## config.mk

```make
export PLATFORM = sky130hd
export DESIGN_NAME = cache_arbiter
export DESIGN_NICKNAME = d
export VERILOG_FILES = /design/src/rtl/cache_arbiter.sv
export SDC_FILE = /design/constraint.sdc
export NUM_CORES = 1
export LEC_CHECK = 0
export ABC_AREA = 1
export CAP_MARGIN = 20
export CORE_AREA = 2 2 539 541
export DETAILED_ROUTE_END_ITERATION = 12
export DIE_AREA = 0 0 541 543
export PLACE_DENSITY_LB_ADDON = 0.25
export SYNTH_ARGS = -nofsm -noshare
export SYNTH_HDL_FRONTEND = slang
export SYNTH_SLANG_ARGS = --single-unit
```

## constraint.sdc

```tcl
create_clock -name clk -period 3.62 [get_ports clk]
set_input_delay 0.724 -clock clk [delete_from_list [all_inputs] [get_ports clk]]
set_output_delay 0.724 -clock clk [all_outputs]
set_load 0.005 [all_outputs]
```

## src/rtl/cache_arbiter.sv

```systemverilog
// -----------------------------------------------------------------------------
// cache_arbiter
//
// Shares the single cacheline adapter / physical memory port between the
// I-cache and D-cache miss paths. One requester is granted at a time. The
// granted address, operation and write data are registered at grant and held
// for the whole transaction. The adapter's response is routed back only to the
// granted cache.
//
// Optional feature macro:
//   CACHE_ARB_RR_EN  undefined : fixed priority, D-cache wins a tie in IDLE.
//                    defined   : a tie in IDLE goes to the side that was not
//                                granted last; a lone request always wins.
//
// Parameters:
//   LINE_WIDTH  cacheline width in bits (rdata/wdata)
//   ADDR_WIDTH  line address width
//
// Ports:
//   clk              in   system clock, rising edge
//   rst              in   asynchronous reset, active-low
//   i_pmem_read      in   I-cache line fill request
//   i_pmem_address   in   I-cache line address
//   i_pmem_rdata     out  fill data to I-cache (0 unless I is granted)
//   i_pmem_resp      out  I-cache completion pulse
//   d_pmem_read      in   D-cache line fill request
//   d_pmem_write     in   D-cache writeback request
//   d_pmem_address   in   D-cache line address
//   d_pmem_wdata     in   D-cache writeback data
//   d_pmem_rdata     out  fill data to D-cache (0 unless D is granted)
//   d_pmem_resp      out  D-cache completion pulse
//   mem_read         out  read request to cacheline adapter (registered)
//   mem_write        out  write request to cacheline adapter (registered)
//   mem_address      out  registered granted address
//   mem_wdata        out  registered granted write data
//   mem_rdata        in   line data from adapter
//   mem_resp         in   adapter completion, 1-cycle pulse
//   dbg_state        out  current FSM state (0 IDLE, 1 SERVE_I, 2 SERVE_D)
//   dbg_last_grant   out  side granted most recently (0 I, 1 D)
//
// Handshake: a cache raises read/write as a level and holds it until it sees
// its x_pmem_resp pulse; the arbiter samples requests only in IDLE. Towards the
// adapter, mem_read/mem_write are held high until the single-cycle mem_resp,
// which ends the transaction. Every resp is followed by one IDLE cycle before
// the next grant can be made.
// -----------------------------------------------------------------------------
module cache_arbiter #(
    parameter int LINE_WIDTH = 256,
    parameter int ADDR_WIDTH = 32
) (
    input  logic                  clk,
    input  logic                  rst,

    input  logic                  i_pmem_read,
    input  logic [ADDR_WIDTH-1:0] i_pmem_address,
    output logic [LINE_WIDTH-1:0] i_pmem_rdata,
    output logic                  i_pmem_resp,

    input  logic                  d_pmem_read,
    input  logic                  d_pmem_write,
    input  logic [ADDR_WIDTH-1:0] d_pmem_address,
    input  logic [LINE_WIDTH-1:0] d_pmem_wdata,
    output logic [LINE_WIDTH-1:0] d_pmem_rdata,
    output logic                  d_pmem_resp,

    output logic                  mem_read,
    output logic                  mem_write,
    output logic [ADDR_WIDTH-1:0] mem_address,
    output logic [LINE_WIDTH-1:0] mem_wdata,
    input  logic [LINE_WIDTH-1:0] mem_rdata,
    input  logic                  mem_resp,

    output logic [1:0]            dbg_state,
    output logic                  dbg_last_grant
);

    typedef enum logic [1:0] {
        IDLE    = 2'd0,
        SERVE_I = 2'd1,
        SERVE_D = 2'd2
    } state_t;

    localparam logic GRANT_I = 1'b0;
    localparam logic GRANT_D = 1'b1;

    state_t state;
    logic   last_grant;

    logic   i_req;
    logic   d_req;
    logic   pick_d;
    logic   serve_i;
    logic   serve_d;

    assign i_req = i_pmem_read;
    assign d_req = d_pmem_read | d_pmem_write;

    // pick_d is only ever high when d_req is high, so "else if (i_req)"
    // below covers every remaining pending case.
`ifdef CACHE_ARB_RR_EN
    assign pick_d = (i_req && d_req) ? (last_grant == GRANT_I) : d_req;
`else
    assign pick_d = d_req;
`endif

    always_ff @(posedge clk or negedge rst) begin
        if (!rst) begin
            state       <= IDLE;
            last_grant  <= GRANT_I;
            mem_read    <= 1'b0;
            mem_write   <= 1'b0;
            mem_address <= '0;
            mem_wdata   <= '0;
        end else begin
            case (state)
                IDLE: begin
                    if (pick_d) begin
                        state       <= SERVE_D;
                        last_grant  <= GRANT_D;
                        // Read and write together is illegal; the write wins
                        // so a dirty line is never lost.
                        mem_write   <= d_pmem_write;
                        mem_read    <= d_pmem_read & ~d_pmem_write;
                        mem_address <= d_pmem_address;
                        mem_wdata   <= d_pmem_wdata;
                    end else if (i_req) begin
                        state       <= SERVE_I;
                        last_grant  <= GRANT_I;
                        mem_read    <= 1'b1;
                        mem_write   <= 1'b0;
                        mem_address <= i_pmem_address;
                        mem_wdata   <= '0;
                    end
                end
                SERVE_I, SERVE_D: begin
                    // Address/wdata are left untouched so they stay stable
                    // right up to and including the resp cycle.
                    if (mem_resp) begin
                        state     <= IDLE;
                        mem_read  <= 1'b0;
                        mem_write <= 1'b0;
                    end
                end
                default: begin
                    state     <= IDLE;
                    mem_read  <= 1'b0;
                    mem_write <= 1'b0;
                end
            endcase
        end
    end

    assign serve_i = (state == SERVE_I);
    assign serve_d = (state == SERVE_D);

    // A resp arriving in IDLE matches neither term and is dropped.
    assign i_pmem_resp  = mem_resp & serve_i;
    assign d_pmem_resp  = mem_resp & serve_d;
    assign i_pmem_rdata = serve_i ? mem_rdata : '0;
    assign d_pmem_rdata = serve_d ? mem_rdata : '0;

    assign dbg_state      = state;
    assign dbg_last_grant = last_grant;

endmodule

```

-- After elaboration in Yosys (flattened, before gate mapping)
Cells that the tools add are included.
- bitwise gates (word level): 5
- equal/unequal tests: 4
- mux-type cells: 18
- reduce and logical (&&, ||, !) cells: 5
- operators with widths (cell ; number):
    256-bit 2-to-1 mux ; 4
    32-bit 2-to-1 mux ; 2
    1-bit 2-to-1 mux ; 6
    2-bit 2-to-1 mux ; 3
    1-bit one-hot mux with 2 select lines ; 2
    2-bit one-hot mux with 2 select lines ; 1
    2-bit AND reduction ; 2
    1-bit AND ; 3
    3-bit != test, second input constant ; 1
    2-bit by 1-bit equality test with 1-bit output, second input constant ; 1
    2-bit equality test, second input constant ; 1
    2-bit logical NOT ; 1
    2-bit != test, second input constant ; 1
    2-bit nonzero test ; 1
    2-bit OR reduction ; 1
    1-bit NOT ; 1
    1-bit bitwise OR ; 1
- register bits: 293
- output and inout port bits: 807
- bits of input ports: 582
- logic and storage cells: 38

-- Longest topological paths before layout
Gate-level depths: netlist (run 1).
- depth in word-level cells: 4
- depth in mapped cells: 8

-- Worst setup path before layout (run 1)
OpenSTA, ideal clock, no wires.
- path type: register to output
- start: reg state[0] (netlist: dbg_state[0])
- end: out d_pmem_rdata[227]
- arrival: 1371 ps
- cell stages (with the launch flop): 8
- slack: 1525 ps
- path buffers: 3
- required time: 2896 ps
- path through: dfrtp_1 -> inv_1 -> ha_1 -> clkbuf_1 -> clkbuf_1 -> buf_2 -> nand2_1 -> inv_1
- word-level cells in the longest chain between the ends: 2
- RTL lines (element ; RTL line ; RTL):
    start, declared ; 86 ; state_t state;
    start signal, assigned ; 108 ; state <= IDLE;
    start signal, assigned ; 118 ; state <= SERVE_D;
    start signal, assigned ; 127 ; state <= SERVE_I;
    2-bit equality test ; 154 ; assign serve_d = (state == SERVE_D);
    256-bit 2-to-1 mux ; 160 ; assign d_pmem_rdata = serve_d ? mem_rdata : '0;
    end, declared ; 63 ; output logic [LINE_WIDTH-1:0] d_pmem_rdata,
Every way passes these cells.

-- Worst setup path in the final report (run 1)
- start: reg state[0] (netlist: dbg_state[0])
- end: out d_pmem_rdata[67]
Same word-level chain as after synthesis.

==> summary.md, run 1 <==
| Metric | Value |
|---|---|
| Total count of hold-check failures in the final report | `0` |
| Average footprint of a synthesized cell | `roughly 6.4 um^2` |
| Crit-path max FO | `26` |
| Master cell of the clock root buffer | `sky130_fd_sc_hd__clkbuf_16` |
| Remaining Overflow, GRT | `0` |
| Hold bufs inserted after CTS | `0` |
| Outcome | `finished clean` |
| Floorplan row count | `~200` |
| Cell breakdown of the critical path | `inv_1 -> ha_4 -> buf_12 -> buf_16 -> buf_6 -> nand2_1 -> inv_1 -> clkdlybuf4s50_1` |
| Cell mode on critical path | `sky130_fd_sc_hd__inv_1` |
| Req. time, crit path | `2.90 ns` |
| Overall Global Routing Usage | `0.1220` |
| Number of nets in the synthesized netlist | `slightly above 3000` |
| Type of the tightest min-delay check | `primary input to async pin` |
| PwrDens | `approximately 730 nW/um^2` |
| Worst setup path start | `dbg_state[0]$_DFFE_PN0P_` |
| Fraction of layout instances using a drive strength above 1 | `0.04226` |
| Critical R2R Launch | `dbg_state[0]$_DFFE_PN0P_` |
| Highest achievable clock rate | `~290 MHz` |
| Top cell type by total area after synthesis | `sky130_fd_sc_hd__dfrtp_1` |
| Number of pins with negative max-slew slack in the final report | `0` |
| FF+latch count, synth | `~290` |
| Share of the synthesized area in the top cell type | `0.4702` |
| Antenna violations before repair | `around 120` |
| Number of I/O pins | `between 1000 and 1500` |
| Final WL | `~190 mm` |
| Via Count | `around 21000` |
| Worst-skew pair later-pin latency | `about 0.66 ns` |
| Width of the die | `541 um` |
| Maximum root-to-sink buffer count | `3` |
| Total number of H-tree levels | `2` |
| Critical path startpoint category | `flip-flop` |
| Worst-case clock skew | `between 0.04 and 0.05 ns` |
| Core area | `287400 um^2` |
| Measured slew at the worst slew-check pin | `between 0.8 and 0.9 ns` |
| Net total in the final layout | `roughly 4400` |
| Area growth, synth to finish | `130.6%` |
| Class of the most critical setup path | `flip-flop to primary output` |
| Layout filler cell count | `about 33000` |
| Reported leakage power | `between 15 and 20 nW` |
| Final clock period utilization by the worst path | `0.9511` |
| CP delay by family, top | `buffers and inverters` |
| Mapped Cells | `between 2000 and 2500` |
| Sequential area share after synthesis | `0.4702` |
| Endpoint kind of the worst setup timing path | `primary output` |
| Remaining DRCs | `0` |
| Crit-path max cell delay | `roughly 0.56 ns` |
| CTS tree | `yes` |
| Starting density of the core | `0.05426` |
| RSZ-0062 raised after global routing | `no` |
| Shortest clock period the worst path allows after layout | `around 3.4 ns` |
| Clk slew on worst S/H paths | `approximately 0.07 ns` |
| Total iterations of the first detailed-routing run | `5` |
| CTS buffer count | `43` |
| Critical path buffer and inverter count | `6` |
| Maximum number of pins on one net before global-route repair | `69` |
| Arrival time worst endpoint | `2.72 ns` |
| Die H | `543 um` |
| Post-DR wirelength/cell | `~24 um` |
| Number of unique standard cell types used by synthesis | `14` |
| IR Drop Worst-Case VDD | `338.9 uV` |
| Average via count per standard cell | `2.705` |
| # port buffers | `~1400` |
| Worst slew margin relative to its limit | `0.4081` |
| # clock sinks | `around 300` |
| Count of routing violations after the opening detailed-route iteration | `1243` |
| HPWL reported at the end of detailed placement | `between 150 and 200 mm` |
| Summed instance area of the synthesized netlist | `15590 um^2` |
| Synth Warn # | `0` |
| Routed Antenna Nets | `0` |
| First-pass GRT wire length | `about 230 mm` |
| Worst Hold Slack | `around 0.063 ns` |
| TNS Setup | `0 ns` |
| Placer congestion estimate | `~0.97` |
| Maximum Capacitance Violations | `0` |
| Cell with the largest stage delay on the worst path | `sky130_fd_sc_hd__clkdlybuf4s50_1` |
| Top cells by area in the synthesized netlist | `sky130_fd_sc_hd__dfrtp_1, sky130_fd_sc_hd__nand2_1, sky130_fd_sc_hd__inv_1, sky130_fd_sc_hd__buf_2, sky130_fd_sc_hd__clkbuf_1` |
| Finish-stage setup viols | `0` |
| Floorplan die area | `a little under 300000 um^2` |
| Via count of the first global-routing pass | `between 20000 and 25000` |
power breakdown:
group,total (mW),internal (mW),switching [mW]
registers,5.84,4.86,0.983
logic,16.1,7.39,8.73
clock network,4.40,2.52,1.88
path summary, 6_finish.rpt:
check,cells past startpoint,slack [ns],to
worst max-delay path,8,0.18,d_pmem_rdata[67]
worst min-delay path,1,0.06,mem_wdata[13]$_DFFE_PN0P_
worst max register to register,8,1.28,mem_wdata[161]$_DFFE_PN0P_
worst min register to register,2,0.47,mem_wdata[119]$_DFFE_PN0P_
max in group asynchronous,2,2.59,mem_wdata[251]$_DFFE_PN0P_
min in group clk,2,0.47,mem_wdata[119]$_DFFE_PN0P_
state kept, by name (all words and copies together), names as in the netlist:
name            flops
mem_read            1
mem_wdata         256
dbg_last_grant      1
dbg_state           2
mem_write           1
mem_address        32
per-layer routing:
layer,up-vias,track usage,wire (um)
met3,289,0.06993,24350
met4,34,0.02777,4890
met5,-,0,211
met2,1218,0.2139,91190
met1,9619,0.1246,66240
li1,9531,-,-
per-stage QoR:
step / total power, mW / cells / util / setup WS [ns] / cell area, um^2
after CTS: 27.07 / 7635 / 0.1248 / 0.02841 / 35870
final: 26.36 / 7649 / 0.1251 / 0.1772 / 35960
after detailed placement: 22.23 / 7549 / 0.1195 / 0.4391 / 34340
after global routing: 28.56 / 7642 / 0.1250 / 0.01444 / 35940
after global placement: 22.31 / 7549 / 0.1195 / 0.4373 / 34340
after floorplan: 10.51 / 2443 / - / 1.525 / 15600
cells in the mapped netlist (all sizes together):
cell,number
buf,108
clkbuf,19
dfrtp,293
ha,3
inv,523
nand2,1490
nand3,2
nand4,1
nor2,2
o21ai,2
cells in the final DEF (no fill, tap or decap):
cell                                 n
sky130_fd_sc_hd__clkbuf_8            8
sky130_fd_sc_hd__buf_8               1
sky130_fd_sc_hd__nor2_4              2
sky130_fd_sc_hd__nand2_1          1489
sky130_fd_sc_hd__clkbuf_1            8
sky130_fd_sc_hd__o21ai_0             2
sky130_fd_sc_hd__clkinvlp_4          6
sky130_fd_sc_hd__bufinv_16           2
sky130_fd_sc_hd__nand4_1             1
sky130_fd_sc_hd__clkinv_16           1
sky130_fd_sc_hd__inv_2               1
sky130_fd_sc_hd__dfrtp_1           293
sky130_fd_sc_hd__clkbuf_16          44
sky130_fd_sc_hd__clkinv_2            8
sky130_fd_sc_hd__ha_4                2
sky130_fd_sc_hd__nand2_4             1
sky130_fd_sc_hd__buf_6               1
sky130_fd_sc_hd__ha_1                1
sky130_fd_sc_hd__inv_16              2
sky130_fd_sc_hd__buf_4              61
sky130_fd_sc_hd__inv_1             522
sky130_fd_sc_hd__buf_16              2
sky130_fd_sc_hd__nand3_1             2
sky130_fd_sc_hd__clkdlybuf4s50_1  1375
sky130_fd_sc_hd__diode_2            11
sky130_fd_sc_hd__dlymetal6s2s_1      1
sky130_fd_sc_hd__buf_12             21
cell families (layout without fill, tap and decap cells):
kind of cell / Yosys count / in the layout / synth area share
other cells: 0 / 11 / 0
buf+inv: 650 / 2064 / 0.1660
fa+ha+maj: 3 / 3 / 0.002407
compound gates: 2 / 2 / 0.0006419
flops: 293 / 293 / 0.4702
simple gates: 1495 / 1495 / 0.3608
repair_timing:
item | in CTS | in global routing
gates resized for setup | 2 | 1
setup buffers | 8 | 2
setup endpoints to repair | 85 | 11
gates cloned | 0 | 1
final cells by class:
type | count | area (um^2) | area share
sequential | 293 | 7332 | 0.2039
clock buffer | 59 | 1216 | 0.03382
inverter | 523 | 1963 | 0.05460
antenna | 11 | 27.53 | 0.0007655
timing repair buffer | 1463 | 14760 | 0.4105
multi-input combinational | 1500 | 5712 | 0.1588
tap | 3781 | 4731 | 0.1316
clock inverter | 19 | 215.2 | 0.005985
(Power assumes the default switching activity.)
==> run 2, diff against run 1 <==
--- a/config.mk
+++ b/config.mk
@@ -7,9 +7,10 @@
 export LEC_CHECK = 0
 export ABC_AREA = 1
 export CAP_MARGIN = 20
-export CORE_AREA = 2 2 539 541
+export CORE_AREA = 2 2 547 549
+export CTS_BUF_LIST = sky130_fd_sc_hd__clkbuf_8
 export DETAILED_ROUTE_END_ITERATION = 12
-export DIE_AREA = 0 0 541 543
+export DIE_AREA = 0 0 549 551
 export PLACE_DENSITY_LB_ADDON = 0.25
 export SYNTH_ARGS = -nofsm -noshare
 export SYNTH_HDL_FRONTEND = slang
==> run 2 against run 1 <==
Net effect:
- via count up 1.2%
- worst hold slack better by 0.40 ns
- global-route usage down 0.14 points
- clock-buffer cell count up 23
- utilization down 0.32 points
- wire length up 2.5%
- register-to-register slack worse by 0.02 ns
- critical endpoint is now d_pmem_rdata[31]
==> summary.md, run 2 (synthesis gave the netlist of run 1 again) <==
| Metric | Value |
|---|---|
| GR peak layer | `met2 (unchanged)` |
| Finish-stage setup viols | `0 (unchanged)` |
| Number of pins with negative max-slew slack in the final report | `0 (unchanged)` |
| Grt met3 use | `0.05577 (was 0.06993)` |
| Crit-path max cell delay | `0.55 ns (was 0.56 ns)` |
| Via count of the first global-routing pass | `21160 (was 21110)` |
| Floorplan die area | `302500 um^2 (was 293800 um^2)` |
| Critical path startpoint category | `flip-flop (unchanged)` |
| Class of the most critical setup path | `flip-flop to primary output (unchanged)` |
| HPWL reported at the end of detailed placement | `170.2 mm (was 166.1 mm)` |
| Count of routing violations after the opening detailed-route iteration | `1220 (was 1243)` |
| Worst-skew pair later-pin latency | `0.77 ns (was 0.66 ns)` |
| Antenna violations before repair | `120 (was 119)` |
| Routed Antenna Nets | `0 (unchanged)` |
| Layout filler cell count | `34490 (was 33330)` |
| Clock network fraction of total power | `0.147 (was 0.167)` |
| Most common library cell in the layout ignoring fill and taps | `sky130_fd_sc_hd__nand2_1 (unchanged)` |
| Floorplan row count | `200 (was 197)` |
| Cell count after placement | `7704 (was 7549)` |
| Arrival time worst endpoint | `2.71 ns (was 2.72 ns)` |
| Worst slew margin relative to its limit | `0.4573 (was 0.4081)` |
| Outcome | `finished clean (unchanged)` |
| Combinational fraction of design power | `0.627 (was 0.612)` |
| Worst-case clock skew | `0.08222 ns (was 0.04215 ns)` |
| First-pass GRT wire length | `236.6 mm (was 232.2 mm)` |
| IR Drop Worst-Case VDD | `325.4 uV (was 338.9 uV)` |
| Sequential share of power | `0.226 (was 0.221)` |
| Master cell of the clock root buffer | `sky130_fd_sc_hd__clkbuf_8 (was sky130_fd_sc_hd__clkbuf_16)` |
| TNS Setup | `0 ns (unchanged)` |
| RSZ-0062 raised after global routing | `yes (was no)` |
| Highest achievable clock rate | `291.5 MHz (was 290.5 MHz)` |
| Final core occ | `0.1219 (was 0.1251)` |
| Starting density of the core | `0.05264 (was 0.05426)` |
| Total number of H-tree levels | `2 (unchanged)` |
| Largest register FFs | `256 (unchanged)` |
| Net total in the final layout | `4423 (was 4409)` |
| Area growth, synth to finish | `131.6% (was 130.6%)` |
| Fraction of layout instances using a drive strength above 1 | `0.04859 (was 0.04226)` |
| Placer congestion estimate | `0.9386 (was 0.9669)` |
| Shortest clock period the worst path allows after layout | `3.430 ns (was 3.443 ns)` |
| Total iterations of the first detailed-routing run | `7 (was 5)` |
| Maximum root-to-sink buffer count | `3 (unchanged)` |
| Core area | `296300 um^2 (was 287400 um^2)` |
| PwrDens | `727.8 nW/um^2 (was 733.2 nW/um^2)` |
| Worst Hold Slack | `0.4663 ns (was 0.06308 ns)` |
| Register bank with the most flops | `mem_wdata (unchanged)` |
| Overall Global Routing Usage | `0.1206 (was 0.1220)` |
| Switching power summed over all nets | `11.90 mW (was 11.59 mW)` |
| Share of total power consumed by net switching | `0.4527 (was 0.4397)` |
| Cell with the largest stage delay on the worst path | `sky130_fd_sc_hd__clkdlybuf4s50_1 (unchanged)` |
| Via Count | `20940 (was 20690)` |
| Measured slew at the worst slew-check pin | `0.8140 ns (was 0.8857 ns)` |
| Endpoint kind of the worst setup timing path | `primary output (unchanged)` |
| Number of I/O pins | `1389 (unchanged)` |
| Maximum number of pins on one net before global-route repair | `81 (was 69)` |
| Internal | `14.39 mW (was 14.77 mW)` |
| Maximum Capacitance Violations | `0 (unchanged)` |
| CTS buffer count | `61 (was 43)` |
| Reported leakage power | `18.33 nW (was 18.21 nW)` |
| CTS tree | `yes (unchanged)` |
| Remaining Overflow, GRT | `0 (unchanged)` |
| # clock sinks | `293 (unchanged)` |
| Grt met2 use | `0.2081 (was 0.2139)` |
| Met1 global-route usage | `0.1338 (was 0.1246)` |
| Total power draw | `26.29 mW (was 26.36 mW)` |
| Total count of hold-check failures in the final report | `0 (unchanged)` |
| Commonest cells after routing, fill and taps aside | `sky130_fd_sc_hd__nand2_1, sky130_fd_sc_hd__clkdlybuf4s50_1, sky130_fd_sc_hd__inv_1 (unchanged)` |
| Final clock period utilization by the worst path | `0.9476 (was 0.9511)` |
| Final WL | `191.6 mm (was 186.9 mm)` |
| # port buffers | `1388 (unchanged)` |
| Average via count per standard cell | `2.668 (was 2.705)` |
| Remaining DRCs | `0 (unchanged)` |
| Type of the tightest min-delay check | `flip-flop to flip-flop (was primary input to async pin)` |
| Clk slew on worst S/H paths | `0.06 ns (was 0.07 ns)` |
| Die H | `551 um (was 543 um)` |
| Cell breakdown of the critical path | `inv_2 -> ha_4 -> buf_12 -> bufbuf_16 -> nand2_1 -> inv_1 -> clkdlybuf4s50_1 (was inv_1 -> ha_4 -> buf_12 -> buf_16 -> buf_6 -> nand2_1 -> inv_1 -> clkdlybuf4s50_1)` |
| Width of the die | `549 um (was 541 um)` |
| Crit-path max FO | `24 (was 26)` |
| Req. time, crit path | `2.90 ns (about the same)` |
| Layout Cells excl Fill | `7848 (was 7649)` |
| Post-DR wirelength/cell | `24.41 um (was 24.43 um)` |
## run 2: cell types whose count changed in the layout (fill, tap and decap cells not counted), sizes merged, moves of 2 or more
cell / change
buf: -10
clkbuf: +25
clkdlybuf4s50: -2
clkinv: +3
clkinvlp: -3
diode: +8
dlymetal6s2s: +3
inv: +15
## run 2: routing by layer
layer	part of all wire	wire (um)
met1	0.38	72780
met4	0.026	4991
met2	0.48	92320
met5	0.0010	192
met3	0.11	21290
## run 2: worst paths after layout
path	depth (start not counted)	from	slack (ns)	end
setup / recovery	7	dbg_state[0]$_DFFE_PN0P_	0.19	d_pmem_rdata[31]
hold / removal	2	mem_wdata[17]$_DFFE_PN0P_	0.47	mem_wdata[17]$_DFFE_PN0P_
setup reg to reg	8	dbg_state[1]$_DFFE_PN0P_	1.26	mem_wdata[244]$_DFFE_PN0P_
hold reg to reg	2	mem_wdata[17]$_DFFE_PN0P_	0.47	mem_wdata[17]$_DFFE_PN0P_
max in group asynchronous	3	rst	2.18	mem_wdata[245]$_DFFE_PN0P_
min in group asynchronous	2	rst	0.50	mem_wdata[7]$_DFFE_PN0P_
## run 2: repair_timing
| action | in CTS | in global routing |
|---|---|---|
| hold buffers | 1 | 0 |
| hold endpoints to repair | 64 | 0 |
| cloned | 1 | 3 |
| setup endpoints to repair | 159 | 60 |
| resized for setup | 11 | 13 |
| buffers inserted | 4 | 1 |
## run 2: final cells by class
type	count	area, um^2	share of cell area
repair buffers	1459	14810	0.4099
flip-flops and latches	293	7332	0.2030
multi-input cells	1500	5714	0.1582
well taps	3939	4928	0.1364
inverters	523	1963	0.05435
clock buffers	82	1129	0.03124
clock inverters	33	201.4	0.005577
diodes	19	47.55	0.001316
## run 2: power groups by stage
stage,clock (mW),combinational (mW),sequential [mW]
finish,3.86,16.5,5.95
detailed placement,0,16.6,5.95
CTS,4.08,16.9,5.96
global placement,0,16.7,5.93
floorplan,0,4.69,5.81
global route,4.18,18.1,6.14
## run 2: stage by stage
step	setup slack [ns]	instance area, um^2
final	0.1897	36120
after global routing	-0.006941	36100
after CTS	-0.02309	35950
after detailed placement	0.4545	34490
after global placement	0.4401	34490
after floorplan	1.525	15600
## run 2: critical path, delay by kind of cell, from the launching register on
family | cells | cell delay [ns]
buffers and inverters | 5 | 1.25
DFF | 1 | 0.43
adders and majority gates | 1 | 0.20
and+or+nand+nor | 1 | 0.07
